$ cat src/rtl/shift_rows_pipe.sv
// ----------------------------------------------------------------------------
// shift_rows_pipe
//
// Registered ShiftRows / InvShiftRows stage for an AES/Rijndael datapath with
// 4, 6 or 8 state columns. The row rotation is applied combinationally on the
// input side, and each result is stored in a 2-entry output buffer. The
// valid/ready handshake keeps the stage at full throughput in front of a
// consumer that may stall.
//
// Byte layout: byte(r,c) = data[W-1-8*(4c+r) -: 8], so column 0 sits in the
// MSBs. Row r is rotated by s(r) columns: left for forward, right for inverse.
//
// Ports
//   clk        in   1         rising-edge clock
//   rst_n      in   1         synchronous reset, active-low
//   in_valid   in   1         in_data / in_inv / in_tag are valid
//   in_ready   out  1         a state can be accepted this cycle
//   in_data    in   32*NB     state, column-major
//   in_inv     in   1         0 = ShiftRows, 1 = InvShiftRows
//   in_tag     in   TAG_W     sideband, carried unchanged with the state
//   out_valid  out  1         out_data / out_tag hold a result
//   out_ready  in   1         consumer takes the result
//   out_data   out  32*NB     permuted state (head of the buffer)
//   out_tag    out  TAG_W     tag belonging to out_data
//   occupancy  out  2         buffered entries, 0..2
// ----------------------------------------------------------------------------
module shift_rows_pipe #(
    parameter int NB    = 4,
    parameter int TAG_W = 4
) (
    input  logic              clk,
    input  logic              rst_n,
    input  logic              in_valid,
    output logic              in_ready,
    input  logic [32*NB-1:0]  in_data,
    input  logic              in_inv,
    input  logic [TAG_W-1:0]  in_tag,
    output logic              out_valid,
    input  logic              out_ready,
    output logic [32*NB-1:0]  out_data,
    output logic [TAG_W-1:0]  out_tag,
    output logic [1:0]        occupancy
);

    localparam int W = 32 * NB;

    // Buffer fill levels. The count doubles as the controller state.
    localparam logic [1:0] OCC_EMPTY = 2'd0;
    localparam logic [1:0] OCC_ONE   = 2'd1;
    localparam logic [1:0] OCC_FULL  = 2'd2;

    // ------------------------------------------------------------------------
    // Parameter legality
    // ------------------------------------------------------------------------
    generate
        if (!(NB == 4 || NB == 6 || NB == 8)) begin : g_bad_nb
            $error("shift_rows_pipe: NB must be 4, 6 or 8");
        end
        if (TAG_W < 1) begin : g_bad_tag
            $error("shift_rows_pipe: TAG_W must be at least 1");
        end
    endgenerate

    // Rotation amount of each row. The 8-column state uses the wider
    // Rijndael offsets for rows 2 and 3.
    function automatic int row_shift(input int row);
        case (row)
            0:       return 0;
            1:       return 1;
            2:       return (NB == 8) ? 3 : 2;
            default: return (NB == 8) ? 4 : 3;
        endcase
    endfunction

    // ------------------------------------------------------------------------
    // Permutation network
    // Both directions are plain wiring. Only the final select depends on
    // in_inv, so the direction can change on every transfer.
    // ------------------------------------------------------------------------
    logic [W-1:0] fwd_data;
    logic [W-1:0] inv_data;
    logic [W-1:0] perm_data;

    generate
        for (genvar r = 0; r < 4; r++) begin : g_row
            for (genvar c = 0; c < NB; c++) begin : g_col
                localparam int FWD_SRC = (c + row_shift(r)) % NB;
                localparam int INV_SRC = (c + NB - row_shift(r)) % NB;
                localparam int DST_HI  = W - 1 - 8 * (4 * c + r);
                localparam int FWD_HI  = W - 1 - 8 * (4 * FWD_SRC + r);
                localparam int INV_HI  = W - 1 - 8 * (4 * INV_SRC + r);

                assign fwd_data[DST_HI -: 8] = in_data[FWD_HI -: 8];
                assign inv_data[DST_HI -: 8] = in_data[INV_HI -: 8];
            end
        end
    endgenerate

    assign perm_data = in_inv ? inv_data : fwd_data;

    // ------------------------------------------------------------------------
    // Handshake
    // in_ready depends only on the registered count and on reset. There is no
    // path from out_ready, so a full buffer rejects a push even in a cycle
    // where it also pops.
    // ------------------------------------------------------------------------
    logic [1:0]       count;
    logic             push;
    logic             pop;

    assign in_ready  = rst_n & (count != OCC_FULL);
    assign out_valid = (count != OCC_EMPTY);
    assign push      = in_valid & in_ready;
    assign pop       = out_valid & out_ready;
    assign occupancy = count;

    // ------------------------------------------------------------------------
    // Two-entry buffer
    // The head register drives the outputs directly. The tail register holds
    // the second entry while the consumer stalls. When the last entry is
    // popped, the head is left untouched, so out_data keeps its last value
    // while the buffer is empty.
    // ------------------------------------------------------------------------
    logic [W-1:0]     head_data;
    logic [TAG_W-1:0] head_tag;
    logic [W-1:0]     tail_data;
    logic [TAG_W-1:0] tail_tag;

    // NOTE: the data registers are reset along with the count because out_data
    // and out_tag must read zero after reset, not stale contents. All state
    // updates use non-blocking assignments, so every branch sees the
    // pre-edge count.
    always_ff @(posedge clk) begin
        if (!rst_n) begin
            count     <= OCC_EMPTY;
            head_data <= '0;
            head_tag  <= '0;
            tail_data <= '0;
            tail_tag  <= '0;
        end else begin
            case (count)
                OCC_EMPTY: begin
                    if (push) begin
                        head_data <= perm_data;
                        head_tag  <= in_tag;
                        count     <= OCC_ONE;
                    end
                end
                OCC_ONE: begin
                    if (push && pop) begin
                        // Streaming case: the head retires and the new result
                        // replaces it in the same cycle.
                        head_data <= perm_data;
                        head_tag  <= in_tag;
                    end else if (push) begin
                        tail_data <= perm_data;
                        tail_tag  <= in_tag;
                        count     <= OCC_FULL;
                    end else if (pop) begin
                        count     <= OCC_EMPTY;
                    end
                end
                OCC_FULL: begin
                    // No push is possible here because in_ready is low.
                    if (pop) begin
                        head_data <= tail_data;
                        head_tag  <= tail_tag;
                        count     <= OCC_ONE;
                    end
                end
                default: begin
                    count <= OCC_EMPTY;
                end
            endcase
        end
    end

    assign out_data = head_data;
    assign out_tag  = head_tag;

    // ------------------------------------------------------------------------
    // Properties
    // ------------------------------------------------------------------------
    a_occ_range: assert property (@(posedge clk) count != 2'd3);

    a_out_hold: assert property (
        @(posedge clk) disable iff (!rst_n)
        (out_valid && !out_ready) |=> ($stable(out_data) && $stable(out_tag))
    );

    a_no_push_when_full: assert property (
        @(posedge clk) (count == OCC_FULL) |-> !in_ready
    );

endmodule

$ cat config.mk
export PLATFORM = sky130hd
export DESIGN_NAME = shift_rows_pipe
export DESIGN_NICKNAME = d
export VERILOG_FILES = /design/src/rtl/shift_rows_pipe.sv
export SDC_FILE = /design/constraint.sdc
export NUM_CORES = 1
export LEC_CHECK = 0
export BUFFER_PORTS_ARGS = -buffer_cell sky130_fd_sc_hd__buf_2
export CORE_ASPECT_RATIO = 1.2
export CORE_MARGIN = 1.5
export CORE_UTILIZATION = 59
export CTS_CLUSTER_DIAMETER = 50
export DETAILED_ROUTE_END_ITERATION = 8
export PLACE_DENSITY = 0.94
export SLEW_MARGIN = 20
export SYNTH_ARGS = -nofsm -noshare
export SYNTH_HDL_FRONTEND = slang
export SYNTH_SLANG_ARGS = --single-unit
$ cat constraint.sdc
create_clock -name clk -period 3.5 [get_ports clk]
set_clock_uncertainty 0.05 [all_clocks]
set_input_delay 0.525 -clock clk [delete_from_list [all_inputs] [get_ports clk]]
set_output_delay 0.525 -clock clk [all_outputs]
set_load 0.02 [all_outputs]
==> qor.txt <==
CLOCKING
----------------------------------------------------------------------------------------------------
Number of levels in the clock H-tree                                                               1
Clock insertion delay at the later pin of the skew report                                    0.53 ns
Number of hold buffers added after cts                                                             0
TritonCTS Sinks                                                                                  266
Num CTS Buffers                                                                                   27
Buffer type at the clock tree root                                                         clkbuf_16
Maximum clock insertion buffer count                                                               3
Clock-pin slew reported for the worst setup and hold paths after clock tree synthesis        0.06 ns
CTS tree                                                                                         yes
Resized cells post-CTS                                                                             0
Number of setup buffers added after CTS                                                            0

DETAILED ROUTING
----------------------------------------------------------------------------------------------------
Residual antenna-violating net count after detailed routing                                        0
Total number of vias                                                                           12240
Residual DRC count                                                                                 0
Iter 0 DRT Violations                                                                           1429
Via density per instance                                                                       6.534
Detailed Route WL                                                                           36480 um
Pre-Repair DR Iteration Count                                                                      7
Mean routed wirelength per cell                                                             19.48 um

CRITICAL PATH
----------------------------------------------------------------------------------------------------
Worst-path fanout max                                                                             72
Kind of cell adding the most delay to the critical path                                 simple AND/OR/NAND/NOR gates
Worst Path Required                                                                          2.92 ns
Type of element launching the critical path                                                flip-flop
Logic depth of the worst register-to-register path                                                 5
Total number of cells along the worst setup path                                                   4
Number of buffer and inverter instances along the worst setup path                                 2
Critical Setup Path Class                                                                 reg -> out
Slowest stage cell, crit path                                                                nor2b_4
CP Capture Type                                                                          output port
Largest stage delay on the critical path                                                     0.68 ns
Worst EP arrival                                                                             2.44 ns
Cell Chain, Critical Path                                                               buf_4, nor2b_4, nor2_1, buf_2

YOSYS
----------------------------------------------------------------------------------------------------
XOR/XNOR Fraction of Synth Area                                                                    0
Top FF cell, synth                                                                           dfxtp_1
Dominant combinational cell family by area after synthesis                              compound AO/OA/AOI/OAI gates
Cell type with the highest aggregate area in the netlist                                     dfxtp_1
Yosys top cell area share                                                                     0.4224
Main area contributors after synthesis                                                  dfxtp_1 (42%), a311oi_1 (9.4%), mux2_2 (5.7%)
Total of flip-flops plus latches after synthesis                                                 266
Post-synth EDFFs                                                                                   0
Simple-gate share of the synthesized area                                                     0.1786
Adder-cell area share of the yosys netlist                                                         0
Fraction of registers with async set/reset                                                         0
Post-synthesis mux area share                                                                 0.1088
Post-synth design cell area                                                              12610 sq um
Fraction of the yosys area taken by sequential cells                                          0.4224
Cells after synthesis                                                                           1444
Synthesized netlist net count                                                                   1581
Synth Warn #                                                                                       0
Number of different library cells in the post-synthesis netlist                                   32
Compound-gate portion of the synthesized area                                                 0.2244
Average size of a mapped cell                                                            8.730 sq um

POWER
----------------------------------------------------------------------------------------------------
Peak supply drop                                                                           0.4111 mV
Areal power density over the cells                                                      488.1 nW/um^2
Static power due to leakage                                                                 5.738 nW

GLOBAL ROUTE
----------------------------------------------------------------------------------------------------
Overflow after GRT                                                                                 0
Global routing met3 resource utilization                                                     0.04252
GR met1 Demand/Resource                                                                       0.3951
Global-route wire length before repair                                                      56540 um
Met2 Usage GRT                                                                                0.5209
Total global-route track usage                                                                0.3073
Pin count of the biggest net entering global routing                                             212
Antenna violations before repair                                                                   2
Most used routing layer                                                                         met2
Vias in the first global route                                                                 11350

PLACE
----------------------------------------------------------------------------------------------------
Total placed cells including tap cells                                                          1824
Half-perimeter wire length after placement                                                  21210 um
# port buffers                                                                                   272
Placer's final routability congestion estimate                                                0.8458

FLOORPLANNING
----------------------------------------------------------------------------------------------------
Horizontal die dimension                                                                    136.4 um
Ports placed on the boundary                                                                     273
Number of cell rows                                                                               58
Floorplan core area                                                                      20970 sq um
Floorplan die height                                                                        163.1 um
Initial standard-cell utilization of the core                                                 0.6011
Die Outline Area                                                                         22260 sq um

FINISH
----------------------------------------------------------------------------------------------------
Cell Count, Final, Fillers Out                                                                  1873
Most frequent cells in the layout                                                       buf_2 (271), dfxtp_1 (264), nand2_1 (186)
Multi-input gate area                                                                     6518 sq um
Nets                                                                                            1720
Most frequent standard cell in the layout excluding fill and tap cells                         buf_2
Growth of design area from synthesis to finish                                                16.22%
Reg area                                                                                  5328 sq um
Share of layout cells above drive strength 1                                                  0.2850
Filler cells                                                                                    1515

TIMING
----------------------------------------------------------------------------------------------------
Setup repair after global routing missed its margin                                               no
Final cycle utilization of the critical path                                                  0.8617
Transition time at the pin with the least slew margin                                       1.017 ns
Final count of negative-setup-slack endpoints                                                      0
Hold Slack                                                                                 0.1964 ns
Min Tclk post-route                                                                         3.016 ns
Total count of max-transition violations in the final report                                       0
Total count of hold-check failures in the final report                                             0
Setup_tns                                                                                       0 ns
Max-slew headroom                                                                             0.3222
Maximum clock frequency                                                                   0.3316 GHz

RUN
----------------------------------------------------------------------------------------------------
MaxCap Viol Count                                                                                  0

RUN STATUS
----------------------------------------------------------------------------------------------------
Outcome                                                                                 finished, final reports clean

WORST HOLD PATH
----------------------------------------------------------------------------------------------------
Instance count along the most critical hold path                                                   3
Hold WC Path Type                                                                          in -> reg

-- path summary, 6_finish.rpt --
path	startpoint	slack (ns)	to
max	occupancy[1]	0.48	in_ready
min	in_data[24]	0.20	tail_data[24]
max reg2reg	occupancy[1]	0.82	out_data[29]
min reg2reg	out_data[39]	0.41	out_data[39]
-- routing by layer --
| metal | wire length (um) | up-vias |
|---|---|---|
| li1 | - | 5631 |
| met1 | 14050 | 5777 |
| met2 | 17770 | 722 |
| met3 | 3461 | 109 |
| met4 | 1199 | 0 |
| met5 | 0 | - |
-- Yosys cell counts, drive strengths merged, types with 3 or more instances --
cell,instances
mux2,64
nor3,98
o21ai,68
nand2,186
nand3,69
and2,16
a21oi,133
nor2,3
clkbuf,112
mux2i,65
nor3b,15
dfxtp,266
a211oi,31
o211ai,49
or3b,50
buf,71
a311oi,136
-- report_power, final --
part | leakage [nW] | internal, mW | total [mW] | switching, mW
registers | 2.17 | 3.17 | 3.26 | 0.0859
clock network | 0.410 | 1.57 | 2.79 | 1.22
logic | 3.16 | 0.407 | 1.10 | 0.691
total | 5.74 | 5.16 | 7.15 | 1.99
-- stage by stage --
stage | area (sq um) | power [mW] | setup WS (ns) | utilization
2_1_floorplan | 12610 | 4.035 | 1.476 | -
3_3_place_gp | 13800 | 4.360 | 0.8478 | 0.6579
3_5_place_dp | 13800 | 4.398 | 0.7770 | 0.6579
4_1_cts | 14640 | 7.150 | 0.5034 | 0.6982
5_1_grt | 14650 | 7.356 | 0.4265 | 0.6984
6_report | 14650 | 7.151 | 0.4841 | 0.6985
-- cells by family after synthesis --
kind of cell | Yosys count
compound gates | 420
simple gates | 444
buf+inv | 185
mux | 129
flops | 266
-- worst register-to-register path: stages (launching register included) --
cell,delay [ns]
dfxtp_2,0.34
buf_4,0.55
nor2b_4,0.70
buf_12,0.38
nand2_1,0.17
a311oi_1,0.38
-- layout make-up --
type | count | share of cell area
clock inverter | 11 | 0.006747
sequential | 266 | 0.3637
timing repair buffer | 293 | 0.1092
antenna | 3 | 0.0005124
inverter | 2 | 0.001025
clock buffer | 35 | 0.05090
multi-input combinational | 993 | 0.4449
tap | 270 | 0.02306
-- registers in the layout, indices dropped and copies added (netlist names) --
name and count:
out_tag 4, tail_tag 4, occupancy 2, tail_data 128
out_data 128
(Power assumes the default switching activity.)
